$ cat src/rtl/regfile_wb_queue.sv
`default_nettype none
// ============================================================================
// Module   : regfile_wb_queue
// Purpose  : Writeback FIFO draining into an 8x32 register array write port;
//            optional operand forwarding enabled by macro WB_BYPASS_EN.
// Revision : 1.0 - initial release
// ============================================================================
module regfile_wb_queue #(
    parameter int DATA_W = 32,
    parameter int ADDR_W = 3,
    parameter int DEPTH  = 4
) (
    input  logic                         clk,
    input  logic                         rst,
    input  logic                         wb_valid_i,
    output logic                         wb_ready_o,
    input  logic [ADDR_W-1:0]            wb_addr_i,
    input  logic [DATA_W-1:0]            wb_data_i,
    input  logic                         rf_hold_i,
    output logic                         rf_we_o,
    output logic [ADDR_W-1:0]            rf_waddr_o,
    output logic [DATA_W-1:0]            rf_wdata_o,
    input  logic [ADDR_W-1:0]            rd_addr1_i,
    input  logic [ADDR_W-1:0]            rd_addr2_i,
    input  logic [DATA_W-1:0]            rf_rdata1_i,
    input  logic [DATA_W-1:0]            rf_rdata2_i,
    output logic [DATA_W-1:0]            op1_o,
    output logic [DATA_W-1:0]            op2_o,
    output logic [$clog2(DEPTH+1)-1:0]   count_o,
    output logic                         empty_o,
    output logic                         full_o
);

    localparam int PTR_W = $clog2(DEPTH);
    localparam int CNT_W = $clog2(DEPTH+1);

    logic [ADDR_W-1:0] addr_mem_q [DEPTH];
    logic [DATA_W-1:0] data_mem_q [DEPTH];

    logic [PTR_W-1:0]  wr_ptr_q, wr_ptr_d;
    logic [PTR_W-1:0]  rd_ptr_q, rd_ptr_d;
    logic [CNT_W-1:0]  count_q, count_d;
    logic              rf_we_q, rf_we_d;
    logic [ADDR_W-1:0] rf_waddr_q, rf_waddr_d;
    logic [DATA_W-1:0] rf_wdata_q, rf_wdata_d;
    logic              push, pop;

    // Flags come from the registered count only, so wb_ready never sees rf_hold.
    assign empty_o    = (count_q == '0);
    assign full_o     = (count_q == CNT_W'(DEPTH));
    assign wb_ready_o = !full_o;
    assign count_o    = count_q;
    assign rf_we_o    = rf_we_q;
    assign rf_waddr_o = rf_waddr_q;
    assign rf_wdata_o = rf_wdata_q;

    always_comb begin
        push       = wb_valid_i && !full_o;
        pop        = !empty_o && !rf_hold_i;
        wr_ptr_d   = wr_ptr_q;
        rd_ptr_d   = rd_ptr_q;
        count_d    = count_q;
        rf_we_d    = pop;
        rf_waddr_d = rf_waddr_q;
        rf_wdata_d = rf_wdata_q;
        if (push) begin
            wr_ptr_d = wr_ptr_q + PTR_W'(1);
        end
        if (pop) begin
            rd_ptr_d   = rd_ptr_q + PTR_W'(1);
            rf_waddr_d = addr_mem_q[rd_ptr_q];
            rf_wdata_d = data_mem_q[rd_ptr_q];
        end
        if (push && !pop) begin
            count_d = count_q + CNT_W'(1);
        end else if (pop && !push) begin
            count_d = count_q - CNT_W'(1);
        end
    end

    always_ff @(posedge clk) begin
        if (rst) begin
            wr_ptr_q   <= '0;
            rd_ptr_q   <= '0;
            count_q    <= '0;
            rf_we_q    <= 1'b0;
            rf_waddr_q <= '0;
            rf_wdata_q <= '0;
        end else begin
            wr_ptr_q   <= wr_ptr_d;
            rd_ptr_q   <= rd_ptr_d;
            count_q    <= count_d;
            rf_we_q    <= rf_we_d;
            rf_waddr_q <= rf_waddr_d;
            rf_wdata_q <= rf_wdata_d;
        end
    end

    // Storage needs no reset: occupancy is tracked by count_q alone.
    always_ff @(posedge clk) begin
        if (push) begin
            addr_mem_q[wr_ptr_q] <= wb_addr_i;
            data_mem_q[wr_ptr_q] <= wb_data_i;
        end
    end

`ifdef WB_BYPASS_EN
    // Scan oldest to newest so the youngest match overrides; the write register ranks below the FIFO.
    function automatic logic [DATA_W-1:0] fwd(input logic [ADDR_W-1:0] ra,
                                              input logic [DATA_W-1:0] rdata);
        logic [DATA_W-1:0] v;
        logic [PTR_W-1:0]  idx;
        v = rdata;
        if (rf_we_q && (rf_waddr_q == ra)) begin
            v = rf_wdata_q;
        end
        for (int i = 0; i < DEPTH; i++) begin
            idx = rd_ptr_q + PTR_W'(i);
            if ((CNT_W'(i) < count_q) && (addr_mem_q[idx] == ra)) begin
                v = data_mem_q[idx];
            end
        end
        return v;
    endfunction

    always_comb begin
        op1_o = fwd(rd_addr1_i, rf_rdata1_i);
        op2_o = fwd(rd_addr2_i, rf_rdata2_i);
    end
`else
    logic unused_rd_addr;
    assign unused_rd_addr = ^{rd_addr1_i, rd_addr2_i};
    assign op1_o = rf_rdata1_i;
    assign op2_o = rf_rdata2_i;
`endif

endmodule
`default_nettype wire

$ cat config.mk
export PLATFORM = sky130hd
export DESIGN_NAME = regfile_wb_queue
export DESIGN_NICKNAME = d
export VERILOG_FILES = /design/src/rtl/regfile_wb_queue.sv
export SDC_FILE = /design/constraint.sdc
export NUM_CORES = 1
export LEC_CHECK = 0
export BUFFER_PORTS_ARGS = -buffer_cell sky130_fd_sc_hd__buf_2
export CAP_MARGIN = 20
export CORE_MARGIN = 5
export CORE_UTILIZATION = 40
export DETAILED_ROUTE_END_ITERATION = 10
export GPL_ROUTABILITY_DRIVEN = 0
export HOLD_SLACK_MARGIN = 0.05
export MAX_ROUTING_LAYER = met4
export PLACE_DENSITY_LB_ADDON = 0.15
export SLEW_MARGIN = 20
export SYNTH_ARGS = -nofsm -noshare
export SYNTH_HDL_FRONTEND = slang
export SYNTH_SLANG_ARGS = --single-unit
$ cat constraint.sdc
create_clock -name clk -period 2.7 [get_ports clk]
set_clock_uncertainty 0.05 [all_clocks]
set_input_delay 0.135 -clock clk [delete_from_list [all_inputs] [get_ports clk]]
set_output_delay 0.135 -clock clk [all_outputs]
set_load 0.01 [all_outputs]
==> impl_results.md <==
- Number of max-cap violations: 0
- Post-synthesis cell count: 377
- CTS root buf: clkbuf_16
- Design Area, Final: 8290 µm²
- Hold path cells: 0
- DRC viols: 0
- WP data required: 3000 ps
- Layout Nets: 561
- Vias per inst: 5.01
- Critical path peak fanout: 8
- Initial antenna violation count: 0
- Crit path cell chain: or3b_1, inv_2, nor2_1, ha_1, inv_1, fa_1, xor2_1, or3_2, a21oi_1
- Width of the die: 143 µm
- Crit-path leading delay family: simple AND/OR/NAND/NOR gates
- Postcts setup bufs: 0
- WL final: 13,700 µm
- Status: finished clean
- Tmin final: 2370 ps
- Slowest-stage cell, CP: dfxtp_1
- #FFs+latches synth: 183
- Die Area: 20,500 µm²
- Most common cell after layout, fill and taps aside: edfxtp_1
- Peak VDD IR: 0.586 mV
- Clock sinks: 183
- Die height: 143 µm
- Clk slew on worst S/H paths: 70 ps
- CP arrival: 2670 ps
- CP peak stage delay: 430 ps
- Crit share post-route: 87.8%
- Yosys warning total: 0
- Design Power: 7500 µW
- CP Depth: 9
- Most frequent cells in the layout: edfxtp_1 (140), buf_2 (80), dfxtp_1 (41), dlygate4sd3_1 (39), mux4_2 (35)
- Post-synthesis cell area: 7080 µm²
- GRT Total Usage: 14.4%
- IO Count: 215
- Global-route wire length before repair: 20,900 µm
- Post-DP Area: 7310 µm²
- Cell row count: 48
- Post-DRT Antenna Nets: 0
- Ant. Diodes: 0
- Clock Latency Late Sink: 420 ps
- Dpl cells: 613
- Crit start category: register
- R2R depth: 9
- Non-filler instance count after layout: 684
- Final setup viols: 0
- WS Path Type: reg -> reg
- Sequential-to-total area share from yosys stat: 71.6%
- DP Wirelength: 8570 µm
- Max Root-Sink Buffers: 2
- RSZ-0062 raised after global routing: false
- Worst slew margin: 62.6%
- Final Max Slew Viols: 0
- Via count: 3,430
- Layout cells sized above 1: 38.3%
- Core area: 17,400 µm²
- CP bufs+invs: 2
- Iter 0 DRT Violations: 182
- F_max: 0.422 GHz
- 1st-pass router iterations: 4
- Hold/Removal Path Class: in -> out
- CTS buffer count: 17
- Netlist cell types: 30
- GRT overflow: 0
- Avg Inst Size Synth: 18.8 µm²
- Total negative slack: 0 ps
- Hold Fails Final Rpt: 0
- Net Count, Synth: 492
- Area growth, synth to finish: 17.1%
- CP Capture Type: register
- WL/cell: 20.0 µm
- Pwr/cell area: 905 nW/µm²
- Largest net degree at the start of global routing: 36
- Vias in the first global route: 3,709
- H-Tree Depth: 4
- CTS tree: yes
- Port Buffers: 80
- Worst Max-Slew Pin Slew: 560 ps
- Initial Utilization: 40.8%
- Finished Core Util: 47.8%
- Leakage: 0.00299 µW
[power by group]
part / internal [µW] / switching, µW / total (µW)
Clock: 1390 / 1070 / 2460
Sequential: 3410 / 164 / 3580
Combinational: 728 / 735 / 1460
Total: 5530 / 1970 / 7500
[worst register-to-register path, stage by stage, from the launching register on]
cell and delay, ps:
dfxtp_1 430, or3b_1 290, inv_2 80, nor2_1 100, ha_1 190, inv_1 60
fa_1 380, xor2_1 160, or3_2 400, a21oi_1 160
[Yosys cell counts]
library cell  number  share of area (%)
fa_1               1               0.28
mux2i_1            1               0.14
edfxtp_1         140                 59
inv_2              2               0.11
mux4_2            35                 11
nor2b_1            1              0.088
a22o_1            30                3.7
mux2_2             1               0.16
or3_4              1               0.16
nand3_1            3               0.21
buf_2              6               0.42
ha_1               5               0.88
inv_1              5               0.27
nor2_1             4               0.21
buf_6              6               0.95
a21oi_1            4               0.28
or3_2              1               0.11
buf_4             64                6.8
or3_1              1              0.088
dfxtp_1           43                 12
and3_1             4               0.35
clkbuf_1           4               0.21
a21oi_4            1               0.23
or3b_1             1               0.12
o21ai_0            3               0.21
xor2_1             2               0.25
o21ai_1            1              0.071
nor3_4             1               0.23
a22o_2             5               0.71
nand2_1            1              0.053
[path summary, 6_finish.rpt]
check | from | end | slack, ps
setup reg to reg | count_o[0]$_SDFFE_PP0P_ | count_o[2]$_SDFFE_PP0P_ | 330
hold / removal | rf_rdata1_i[11] | op1_o[11] | 220
hold reg to reg | rf_wdata_o[19]$_SDFFE_PP0P_ | rf_wdata_o[19]$_SDFFE_PP0P_ | 430
setup / recovery | count_o[0]$_SDFFE_PP0P_ | count_o[2]$_SDFFE_PP0P_ | 330
[area by class of cell]
| type | instances | area, µm² |
|---|---|---|
| Clock buffer | 17 | 425 |
| Timing Repair Buffer | 130 | 923 |
| Sequential cell | 183 | 5070 |
| Inverter | 7 | 26.3 |
| Fill cell | 1454 | 9070 |
| Clock inverter | 15 | 166 |
| Multi-Input combinational cell | 107 | 1400 |
| Tap cell | 225 | 282 |
[per-stage QoR]
stage	hold slack, ps	setup WS, ps
after CTS	220	323
final	220	329
after detailed placement	220	343
after floorplan	184	260
after global routing	220	148
after global placement	220	431
[layer usage]
metal / vias up / GRT usage [%] / share of wire (%)
met5: - / - / 0
met4: 0 / 9.25 / 5.1
li1: 1547 / - / -
met1: 1727 / 16.0 / 38
met2: 101 / 23.3 / 51
met3: 55 / 3.35 / 5.3
[state kept, by name, summed over array words and instances, names as in the netlist]
| name | cells |
|---|---|
| rf_waddr_o | 3 |
| rd_ptr_q | 2 |
| addr_mem_q | 12 |
| count_o | 3 |
| rf_we_o | 1 |
| data_mem_q | 128 |
| rf_wdata_o | 32 |
| wr_ptr_q | 2 |
[repair_timing]
action	4_1_cts	5_1_grt
hold endpoints to repair	146	0
resized for setup	0	0
hold buffers	39	0
[logic make-up after synthesis]
group                      share of synthesized area (%)
muxes                                               11.4
AOI/OAI and AO/OA                                   5.21
DFF                                                 71.6
and+or+nand+nor                                     1.63
buffers and inverters                               8.75
xor gates and xnor gates                           0.248
adders and majority gates                           1.17
Power figures use the tool's default switching activity.
